[config.mk]
export PLATFORM = sky130hd
export DESIGN_NAME = ether_udp_demo_rx
export DESIGN_NICKNAME = d
export VERILOG_FILES = /design/src/rtl/ether_udp_demo_rx_pkg.sv /design/src/rtl/ether_crc32_chk.sv /design/src/rtl/ether_udp_demo_rx.sv
export SDC_FILE = /design/constraint.sdc
export NUM_CORES = 1
export LEC_CHECK = 0
export ABC_AREA = 1
export ABC_CLOCK_PERIOD_IN_PS = 3200
export CORE_AREA = 2 2 127 129
export DETAILED_ROUTE_END_ITERATION = 6
export DIE_AREA = 0 0 129 131
export PLACE_DENSITY = 0.79
export SYNTH_ARGS = -nofsm -noshare
export SYNTH_HDL_FRONTEND = slang
export SYNTH_HIERARCHICAL = 1
export SYNTH_SLANG_ARGS = --single-unit
[constraint.sdc]
create_clock -name phy_rx_clk -period 3.2 [get_ports phy_rx_clk]
set_input_delay 0.64 -clock phy_rx_clk [delete_from_list [all_inputs] [get_ports phy_rx_clk]]
set_output_delay 0.64 -clock phy_rx_clk [all_outputs]
set_load 0.01 [all_outputs]
[src/rtl/ether_udp_demo_rx_pkg.sv]
// ----------------------------------------------------------------------------
// ether_udp_demo_rx_pkg : shared constants, states and CRC helper for UDP RX
// Rev 1.0
// ----------------------------------------------------------------------------
`default_nettype none

package ether_udp_demo_rx_pkg;

  typedef enum logic [2:0] {
    ST_WAIT_IDLE = 3'd0,
    ST_IDLE      = 3'd1,
    ST_PRE       = 3'd2,
    ST_HDR       = 3'd3,
    ST_PAYLOAD   = 3'd4,
    ST_CHECK     = 3'd5,
    ST_DROP      = 3'd6
  } rx_state_t;

  localparam int CNT_W = 12;
  typedef logic [CNT_W-1:0] cnt_t;

  localparam logic [15:0] ETH_TYPE_IPV4 = 16'h0800;
  localparam logic [7:0]  IP_VER_IHL    = 8'h45;
  localparam logic [7:0]  IP_PROTO_UDP  = 8'h11;
  localparam logic [7:0]  PREAMBLE      = 8'h55;
  localparam logic [7:0]  SFD           = 8'hd5;

  // Byte offsets counted from the first destination MAC byte (index 0)
  localparam cnt_t OFF_ETH_TYPE   = 12'd12;
  localparam cnt_t OFF_VER_IHL    = 12'd14;
  localparam cnt_t OFF_PROTO      = 12'd23;
  localparam cnt_t OFF_SRC_IP_LSB = 12'd29;
  localparam cnt_t OFF_DST_IP     = 12'd30;
  localparam cnt_t OFF_DST_PORT   = 12'd36;
  localparam cnt_t OFF_HDR_LAST   = 12'd41;
  localparam cnt_t OFF_PAYLOAD    = 12'd42;
  localparam cnt_t MIN_FRAME      = 12'd64;

  localparam logic [31:0] CRC_INIT     = 32'hffff_ffff;
  localparam logic [31:0] CRC_POLY_REF = 32'hedb8_8320;

  // Reflected CRC-32 update, LSB of each byte first as on the wire
  function automatic logic [31:0] crc32_byte(input logic [31:0] crc, input logic [7:0] data);
    logic [31:0] c;
    c = crc ^ {24'd0, data};
    for (int i = 0; i < 8; i++) begin
      c = c[0] ? ((c >> 1) ^ CRC_POLY_REF) : (c >> 1);
    end
    return c;
  endfunction

endpackage

`default_nettype wire

[src/rtl/ether_crc32_chk.sv]
// ----------------------------------------------------------------------------
// ether_crc32_chk : byte-wide Ethernet CRC-32 accumulator, output in wire order
// Rev 1.0
// ----------------------------------------------------------------------------
`default_nettype none

module ether_crc32_chk
  import ether_udp_demo_rx_pkg::*;
(
  input  logic        clk,
  input  logic        rst_n,
  input  logic        clear,
  input  logic        calc,
  input  logic [7:0]  data,
  output logic [31:0] crc_out
);

  logic [31:0] crc_reg;

  always_ff @(posedge clk) begin
    if (!rst_n) begin
      crc_reg <= CRC_INIT;
    end else if (clear) begin
      crc_reg <= CRC_INIT;
    end else if (calc) begin
      crc_reg <= crc32_byte(crc_reg, data);
    end
  end

  // Byte-swapped complement: crc_out[31:24] is the first FCS byte on the wire
  assign crc_out = ~{crc_reg[7:0], crc_reg[15:8], crc_reg[23:16], crc_reg[31:24]};

endmodule

`default_nettype wire

[src/rtl/ether_udp_demo_rx.sv]
// ----------------------------------------------------------------------------
// ether_udp_demo_rx : GMII UDP demo receiver with MAC/IP/port filter and FCS
// Rev 1.0
// ----------------------------------------------------------------------------
`default_nettype none

module ether_udp_demo_rx
  import ether_udp_demo_rx_pkg::*;
#(
  parameter logic [47:0] BASE_MAC_ADDR = 48'h00301ba0a470,
  parameter logic [31:0] BASE_IP_ADDR  = {8'd172, 8'd16, 8'd0, 8'd100},
  parameter logic [15:0] UDP_PORT      = 16'd8888,
  parameter logic [11:0] MAX_FRAME     = 12'd1518
) (
  input  logic        phy_rx_clk,
  input  logic        rst_n,
  input  logic        phy_rx_dv,
  input  logic        phy_rx_er,
  input  logic [7:0]  phy_rx_data,
  input  logic        id,
  output logic [6:0]  data_out,
  output logic        data_valid,
  output logic        peer_id,
  output logic [15:0] good_cnt,
  output logic [15:0] crc_err_cnt,
  output logic [15:0] drop_cnt
);

  rx_state_t   state;
  cnt_t        cnt;
  logic [31:0] fcs_dly;
  logic [6:0]  data_tmp;
  logic        peer_id_tmp;
  logic        bcast_ok;
  logic        ucast_ok;

  logic [47:0] own_mac;
  logic [31:0] own_ip;
  logic [7:0]  exp_byte;
  logic        is_mac;
  logic        must_match;
  logic        bcast_next;
  logic        ucast_next;
  logic        hdr_ok;
  logic        too_long;
  logic        crc_clear;
  logic        crc_calc;
  logic [31:0] crc_out;

  assign own_mac = {BASE_MAC_ADDR[47:1], id};
  assign own_ip  = {BASE_IP_ADDR[31:1], id};

  always_comb begin
    exp_byte   = 8'h00;
    is_mac     = 1'b0;
    must_match = 1'b0;
    case (cnt)
      12'd0:                  begin is_mac = 1'b1; exp_byte = own_mac[47:40]; end
      12'd1:                  begin is_mac = 1'b1; exp_byte = own_mac[39:32]; end
      12'd2:                  begin is_mac = 1'b1; exp_byte = own_mac[31:24]; end
      12'd3:                  begin is_mac = 1'b1; exp_byte = own_mac[23:16]; end
      12'd4:                  begin is_mac = 1'b1; exp_byte = own_mac[15:8];  end
      12'd5:                  begin is_mac = 1'b1; exp_byte = own_mac[7:0];   end
      OFF_ETH_TYPE:           begin must_match = 1'b1; exp_byte = ETH_TYPE_IPV4[15:8]; end
      OFF_ETH_TYPE + 12'd1:   begin must_match = 1'b1; exp_byte = ETH_TYPE_IPV4[7:0];  end
      OFF_VER_IHL:            begin must_match = 1'b1; exp_byte = IP_VER_IHL;          end
      OFF_PROTO:              begin must_match = 1'b1; exp_byte = IP_PROTO_UDP;        end
      OFF_DST_IP:             begin must_match = 1'b1; exp_byte = own_ip[31:24];       end
      OFF_DST_IP + 12'd1:     begin must_match = 1'b1; exp_byte = own_ip[23:16];       end
      OFF_DST_IP + 12'd2:     begin must_match = 1'b1; exp_byte = own_ip[15:8];        end
      OFF_DST_IP + 12'd3:     begin must_match = 1'b1; exp_byte = own_ip[7:0];         end
      OFF_DST_PORT:           begin must_match = 1'b1; exp_byte = UDP_PORT[15:8];      end
      OFF_DST_PORT + 12'd1:   begin must_match = 1'b1; exp_byte = UDP_PORT[7:0];       end
      default:                begin end
    endcase
  end

  // Broadcast and unicast MAC matches are tracked in parallel across bytes 0-5
  assign bcast_next = bcast_ok & (phy_rx_data == 8'hff);
  assign ucast_next = ucast_ok & (phy_rx_data == exp_byte);
  assign hdr_ok     = is_mac ? (bcast_next | ucast_next)
                             : (!must_match || (phy_rx_data == exp_byte));
  assign too_long   = (cnt == MAX_FRAME);

  assign crc_clear = (state == ST_PRE) && phy_rx_dv && (phy_rx_data == SFD);
  assign crc_calc  = ((state == ST_HDR) || (state == ST_PAYLOAD)) && phy_rx_dv && (cnt >= 12'd4);

  ether_crc32_chk u_crc (
    .clk     (phy_rx_clk),
    .rst_n   (rst_n),
    .clear   (crc_clear),
    .calc    (crc_calc),
    .data    (fcs_dly[31:24]),
    .crc_out (crc_out)
  );

  always_ff @(posedge phy_rx_clk) begin
    if (!rst_n) begin
      state       <= ST_WAIT_IDLE;
      cnt         <= '0;
      fcs_dly     <= '0;
      data_tmp    <= '0;
      peer_id_tmp <= 1'b0;
      bcast_ok    <= 1'b0;
      ucast_ok    <= 1'b0;
      data_out    <= '0;
      data_valid  <= 1'b0;
      peer_id     <= 1'b0;
      good_cnt    <= '0;
      crc_err_cnt <= '0;
      drop_cnt    <= '0;
    end else begin
      data_valid <= 1'b0;
      case (state)
        ST_WAIT_IDLE: begin
          if (!phy_rx_dv) state <= ST_IDLE;
        end
        ST_IDLE: begin
          if (phy_rx_dv && (phy_rx_data == PREAMBLE)) state <= ST_PRE;
        end
        ST_PRE: begin
          if (phy_rx_dv && (phy_rx_data == SFD)) begin
            state    <= ST_HDR;
            cnt      <= '0;
            bcast_ok <= 1'b1;
            ucast_ok <= 1'b1;
          end else if (!(phy_rx_dv && (phy_rx_data == PREAMBLE))) begin
            state <= ST_WAIT_IDLE;
          end
        end
        ST_HDR: begin
          if (!phy_rx_dv) begin
            drop_cnt <= drop_cnt + 16'd1;
            state    <= ST_IDLE;
          end else if (phy_rx_er || !hdr_ok || too_long) begin
            drop_cnt <= drop_cnt + 16'd1;
            state    <= ST_DROP;
          end else begin
            cnt     <= cnt + 12'd1;
            fcs_dly <= {fcs_dly[23:0], phy_rx_data};
            if (is_mac) begin
              bcast_ok <= bcast_next;
              ucast_ok <= ucast_next;
            end
            if (cnt == OFF_SRC_IP_LSB) peer_id_tmp <= phy_rx_data[0];
            if (cnt == OFF_HDR_LAST) state <= ST_PAYLOAD;
          end
        end
        ST_PAYLOAD: begin
          if (!phy_rx_dv) begin
            state <= ST_CHECK;
          end else if (phy_rx_er || too_long) begin
            drop_cnt <= drop_cnt + 16'd1;
            state    <= ST_DROP;
          end else begin
            cnt     <= cnt + 12'd1;
            fcs_dly <= {fcs_dly[23:0], phy_rx_data};
            if (cnt == OFF_PAYLOAD) data_tmp <= phy_rx_data[6:0];
          end
        end
        ST_CHECK: begin
          // The delay line now holds exactly the four FCS bytes
          if (cnt < MIN_FRAME) begin
            drop_cnt <= drop_cnt + 16'd1;
          end else if (crc_out == fcs_dly) begin
            data_out   <= data_tmp;
            peer_id    <= peer_id_tmp;
            data_valid <= 1'b1;
            good_cnt   <= good_cnt + 16'd1;
          end else begin
            crc_err_cnt <= crc_err_cnt + 16'd1;
          end
          state <= ST_IDLE;
        end
        ST_DROP: begin
          if (!phy_rx_dv) state <= ST_IDLE;
        end
        default: state <= ST_WAIT_IDLE;
      endcase
    end
  end

endmodule

`default_nettype wire

### After elaboration in Yosys (flattened, before gate mapping)

Cells that the tools add are included.

| word-level totals | value |
|---|---|
| output and inout bits | 57 |
| input port bits | 13 |
| register bits after elaboration | 146 |
| logic and storage cells | 165 |

| operators by class | value |
|---|---|
| multiplexer cells | 49 |
| reductions and logical operators | 33 |
| $add $sub $neg | 4 |
| equal/unequal tests | 44 |
| order comparisons | 2 |
| bitwise gates (word level) | 19 |

Operators by type and width:

| kind | number |
|---|---|
| 2-to-1 mux 32 bit | 12 |
| NOT 13 -> 14 bit | 8 |
| one-hot mux 8 bit (13 select lines) | 1 |
| 2-to-1 mux 16 bit | 5 |
| equality test 12 x 6 -> 1 bit, second input constant | 6 |
| one-hot mux 32 bit (2 select lines) | 1 |
| 2-to-1 mux 12 bit | 5 |
| adder 16 x 1 -> 16 bit, second input constant | 3 |
| equality test 12 x 5 -> 1 bit, second input constant | 4 |
| one-hot mux 16 bit (3 select lines) | 1 |
| equality test 12 x 4 -> 1 bit, second input constant | 3 |
| one-hot mux 12 bit (3 select lines) | 1 |
| equality test 32 bit | 1 |
| NOT 32 bit | 1 |
| XOR 32 x 8 -> 32 bit | 1 |
| 2-to-1 mux 3 bit | 9 |
| equality test 12 x 2 -> 1 bit, second input constant | 2 |
| equality test 12 x 3 -> 1 bit, second input constant | 2 |
| AND reduction 5 bit | 4 |
| one-hot mux 3 bit (6 select lines) | 1 |
| equality test 8 bit, second input constant | 2 |
| inequality test 2 bit, second input constant | 8 |
| adder 12 x 1 -> 12 bit, second input constant | 1 |
| equality test 12 x 1 -> 1 bit, second input constant | 1 |
| 30 further kinds | 68 |

### Depth between registers and ports, before layout

| depth | value |
|---|---|
| depth after elaboration | 17 |
| depth in mapped cells | 22 |
| mapped depth without buffers | 21 |

### Cells and area by module

Netlist, hierarchy kept.

By module, submodules not included:

| module | cells each | seq. area each (um2) | times used | area each (um2) |
|---|---|---|---|---|
| ether_udp_demo_rx | 1022 | 2282.2 | 1 | 6612.6 |
| ether_crc32_chk | 353 | 640.6 | 1 | 2417.3 |

### Worst setup path after synthesis

OpenSTA, ideal clock, no wires.

| timing path | value |
|---|---|
| path kind | flip-flop to flip-flop |
| start point | register cnt[0] |
| end point | register drop_cnt[1] |
| data arrival time | 2.241 ns |
| buffers on the path | 1 |
| library setup time | 0.116 ns |
| data required time | 3.084 ns |
| clock period less this slack | 2.357 ns |
| setup slack | 0.843 ns |
| cell stages (with the launch flop) | 21 |
| cells stage by stage | dfxtp_1 -> inv_1 -> ha_1 -> inv_1 -> nor2_1 -> nand2_1 -> nand2_1 -> nor2_1 -> nand2_1 -> nand2_1 -> nand2_2 -> inv_2 -> nor2_2 -> nand3_1 -> a21oi_2 -> nand3_1 -> nand2_2 -> inv_2 -> buf_2 -> nor2_1 -> nor2_1 |

| on the way | value |
|---|---|
| longest elaborated chain between the ends | 11 |
| elaborated cells on any way between the ends | 37 |
| those cells by class | order compare (1); eq/ne (20); mux (4); bitwise (2); reduce/logical (10) |

RTL lines:

| element | line | text |
|---|---|---|
| start, declared | ether_udp_demo_rx.sv:30 | `cnt_t cnt;` |
| start signal, assigned | ether_udp_demo_rx.sv:139 | `cnt <= cnt + 12'd1;` |
| start signal, assigned | ether_udp_demo_rx.sv:156 | `cnt <= cnt + 12'd1;` |
| equality test 12 x 6 -> 1 bit, or another cell as far along | ether_udp_demo_rx.sv:57 | `case (cnt)` |
| one-hot mux 8 bit (13 select lines) / OR reduction 10 bit (equally long branches) | -- |  |
| equality test 8 bit / 2-to-1 mux 1 bit (equally long branches) | ether_udp_demo_rx.sv:80, ether_udp_demo_rx.sv:82, ether_udp_demo_rx.sv:57 |  |
| AND 1 bit / zero test 1 bit (equally long branches) | ether_udp_demo_rx.sv:80, ether_udp_demo_rx.sv:82 |  |
| OR 1 bit / logical OR 1 bit (equally long branches) | ether_udp_demo_rx.sv:81, ether_udp_demo_rx.sv:82 |  |
| 2-to-1 mux 1 bit | ether_udp_demo_rx.sv:81 | `assign hdr_ok = is_mac ? (bcast_next \| ucast_next)` |
| zero test 1 bit | ether_udp_demo_rx.sv:135 | `end else if (phy_rx_er \|\| !hdr_ok \|\| too_long) begin` |
| logical OR 1 bit (2 in series) | ether_udp_demo_rx.sv:135 |  |
| inequality test 3 x 2 -> 1 bit (no line) | -- |  |
| AND reduction 5 bit (no line) (*) | -- |  |
| end signal, assigned | ether_udp_demo_rx.sv:133 | `drop_cnt <= drop_cnt + 16'd1;` |
| end signal, assigned | ether_udp_demo_rx.sv:136 | `drop_cnt <= drop_cnt + 16'd1;` |
| end signal, assigned | ether_udp_demo_rx.sv:153 | `drop_cnt <= drop_cnt + 16'd1;` |
| end, declared | ether_udp_demo_rx.sv:26 | `output logic [15:0] drop_cnt` |

Mark *: on every way between the ends. The rest lies on a longest branch, timed or not.
A chain may end at the register's enable or synchronous reset.

### Worst setup path in the final report

| timing path | value |
|---|---|
| start point | register cnt[0] |
| end point | register fcs_dly[19] |

| on the way | value |
|---|---|
| longest elaborated chain between the ends | 11 |
| elaborated cells on any way between the ends | 35 |
| those cells by class | eq/ne (19); mux (4); bitwise (2); reduce/logical (10) |

RTL lines:

| element | line | text |
|---|---|---|
| equality test 12 x 6 -> 1 bit, or another cell as far along | ether_udp_demo_rx.sv:57 |  |
| one-hot mux 8 bit (13 select lines) / OR reduction 10 bit (equally long branches) | -- |  |
| equality test 8 bit / 2-to-1 mux 1 bit (equally long branches) | ether_udp_demo_rx.sv:80, ether_udp_demo_rx.sv:82, ether_udp_demo_rx.sv:57 |  |
| AND 1 bit / zero test 1 bit (equally long branches) | ether_udp_demo_rx.sv:80, ether_udp_demo_rx.sv:82 |  |
| OR 1 bit / logical OR 1 bit (equally long branches) | ether_udp_demo_rx.sv:81, ether_udp_demo_rx.sv:82 |  |
| 2-to-1 mux 1 bit | ether_udp_demo_rx.sv:81 |  |
| zero test 1 bit | ether_udp_demo_rx.sv:135 |  |
| logical OR 1 bit (2 in series) | ether_udp_demo_rx.sv:135 |  |
| inequality test 2 bit (no line) | -- |  |
| AND reduction 5 bit (no line) (*) | -- |  |
| end signal, assigned | ether_udp_demo_rx.sv:140 | `fcs_dly <= {fcs_dly[23:0], phy_rx_data};` |
| end signal, assigned | ether_udp_demo_rx.sv:157 | `fcs_dly <= {fcs_dly[23:0], phy_rx_data};` |
| end, declared | ether_udp_demo_rx.sv:31 | `logic [31:0] fcs_dly;` |

Marks and branches as above.

==> qor.yml <==
worst_slew_pin_slew_ps: 818.8
endpoint_kind: "flop"
final.min_clock_period_ps: 2957
ys_seq_area_frac: 0.3237
worstRegToRegCells: 21
cts_buffers: 17
finalSetupViolations: 0
cp_common_cell: "nand2_1"
synth_flop_cell: "dfxtp_1"
cp-endpoint: "fcs_dly[19]$_SDFFE_PN0P_"
fillers: 1383
ir_drop_v: 0.0004328
num_antenna_cells: 0
cp_num_cells: 21
wl_mm: 24.93
ios: 70
route.vias.total: 9189
cp-start-kind: "flop"
path_clk_slew_ps: 60
dieWidth_um: 129
fin_crit_sh: 0.9239
syn2layout_area_growth_pct: 17.86
syn-mean-instance-area_sq_um: 6.567
final_layout_size_suffix_gt1_frac: 0.1109
clkLatencyLatePin_ps: 430
min_path_cells: 2
fin_setup_tns_ps: 0
cap_violations: 0
synth_top_area_frac: 0.3237
core_area_sq_um: 15600
synthCells: 1375
h-tree-depth: 4
slew_headroom: 0.4533
antenna_found_initial: 0
crit-reg2reg-capture: "fcs_dly[19]$_SDFFE_PN0P_"
powerDensity_nw_per_um2: 617.9
drc_errors: 0
die-area_sq_um: 16900
grt-ovfl-total: 0
status: "completed"
path_cells: "inv_1 > ha_1 > inv_1 > nor2_1 > buf_4 > nand3_1 > inv_2 > nor2_2 > nand2_1 > nand2_1 > nand2_1 > nor2_2 > nand3_1 > a21oi_2 > nand2_2 > nand2_4 > nand3_4 > buf_4 > nand2_1 > nand2_1 > nor2_1"
rows: 46
via_per_inst: 5.479
synthTopCellsByArea: "dfxtp_1, nand2_1, nor2_1"
finalMaxSlewViolations: 0
avgRoutedWirePerCell_um: 14.86
grt_pass1_wl_mm: 40.39
cp.required_ps: 3550
synth_top_area_cell: "dfxtp_1"
cp.buffers_inverters: 5
grt_pass1_vias: 8478
finish.utilization: 0.6823
synth_commonest_cells: "nand2_1, nor2_1, dfxtp_1, inv_1, a21oi_1"
crit_start: "cnt[0]$_SDFFE_PN0P_"
initial_core_util: 0.5789
die_y_um: 131
synth.distinct_cells: 47
hold_path.class: "flop to flop"
gp_congestion: 0.9438
finClkSkew_ps: 12.94
port_buffers: 69
ant_nets: 0
drt_first_iter_violations: 610
cpLargestDelayFamily: "simple AND/OR/NAND/NOR gates"
synth_nets: 1395
track_usage: 0.2998
synth-edff-count: 0
synthMostInstantiatedCell: "nand2_1"
criticalPathCategory: "flop to flop"
cts.sinks: 146
rr_startpoint: "cnt[0]$_SDFFE_PN0P_"
leakage_nw: 4.716
critPathArrivalTime_ps: 3310
ff2ff_setup_slack_ps: 240
dp_hpwl_mm: 18.06
fmax_mhz: 338.2
cts_tree: "done"
path_max_fanout: 12
synth-seq-cells: 146
syn_area_sq_um: 9030
finalHoldViolations: 0
synth-warning-count: 6
slowest_stage: "dfxtp_1"
fin_nets: 1468
synthArstFlopShare: 0
clock-root-buffer: "clkbuf_16"
slowest_delay_ps: 380
grt_max_degree: 42
clockBufferDepth: 2
drtPass1Iterations: 6
## where the power goes
part	switching [W]	internal (W)	leakage, nW
Clock	0.000825	0.00139	0.311
Combinational	0.00152	0.000756	3.23
Sequential	0.000130	0.00195	1.18
## per-layer routing
layer,track usage,routed length (um),up-vias
li1,-,-,4569
met1,0.3570,10560,4278
met2,0.5331,12240,289
met3,0.05334,1276,53
met4,0.1279,850,0
met5,0,0,-
## how the worst min path moves through the flow
stage / slack (ps) / startpoint / end
6_report: 480 / u_crc/crc_reg[25]$_SDFFE_PP1P_ / u_crc/crc_reg[25]$_SDFFE_PP1P_
5_1_grt: 500 / peer_id_tmp$_SDFFE_PN0P_ / peer_id$_SDFFE_PN0P_
4_1_cts: 490 / fcs_dly[4]$_SDFFE_PN0P_ / fcs_dly[12]$_SDFFE_PN0P_
3_5_place_dp: 470 / u_crc/crc_reg[25]$_SDFFE_PP1P_ / u_crc/crc_reg[25]$_SDFFE_PP1P_
3_3_place_gp: 450 / u_crc/crc_reg[16]$_SDFFE_PP1P_ / u_crc/crc_reg[16]$_SDFFE_PP1P_
2_1_floorplan: 430 / peer_id_tmp$_SDFFE_PN0P_ / peer_id$_SDFFE_PN0P_
## cells in the final DEF (no fill, tap or decap), drive strengths merged
master         count
nor2             165
nand4             54
ha                 7
and3               3
nand2            391
or2               13
xnor2             24
clkdlybuf4s50     68
nor3b              8
xor2              61
nor4              11
inv              169
o221ai             1
bufinv             5
dfxtp            146
clkinv             2
a31oi              2
o22ai              1
clkbuf            17
o21ai             51
a21oi            105
o21a               1
o211ai             7
buf               30
o2111ai            2
or4                2
nand3             83
a211oi             1
nor3              28
clkinvlp           3
## logic make-up (layout without fill, tap and decap cells)
family          Yosys count  count (layout)  synth area share
compound gates          171             171           0.09935
xor+xnor                 85              85           0.08868
fa+ha+maj                 7               7          0.009699
buf+inv                 208             294           0.09339
flops                   146             146            0.3237
simple gates            758             758            0.3852
## layout make-up
type / instances / area (sq um) / share of cell area
clock buffers: 17 / 425.4 / 0.03997
clock inverters: 15 / 226.5 / 0.02128
inverters: 164 / 628.1 / 0.05902
multi-input cells: 1021 / 5266 / 0.4948
flip-flops and latches: 146 / 2923 / 0.2746
well taps: 216 / 270.3 / 0.02539
repair buffers: 98 / 903.4 / 0.08488
## worst min-delay path, cell delays in order (launching register included)
cell     delay [ps]
dfxtp_1         330
a21oi_1          60
o21ai_1          60
## timing repair
action	CTS	global route
endpoints found under the hold margin	0	0
gates resized for setup	0	1
setup endpoints to repair	0	30
hold buffers	0	0
buffers inserted	0	4
## stage by stage
step	setup WS (ps)	power (W)	hold slack, ps	instances	cell area [sq um]
after floorplan	843.1	0.003804	429.8	1375	9030
final	243.4	0.006576	479.0	1677	10640
after global routing	-14.76	0.006966	500.6	1677	10640
after detailed placement	114.4	0.004317	473.0	1641	9958
after global placement	151.0	0.004277	451.9	1641	9958
after CTS	161.2	0.006542	487.1	1673	10610
Power figures use the tool's default switching activity.
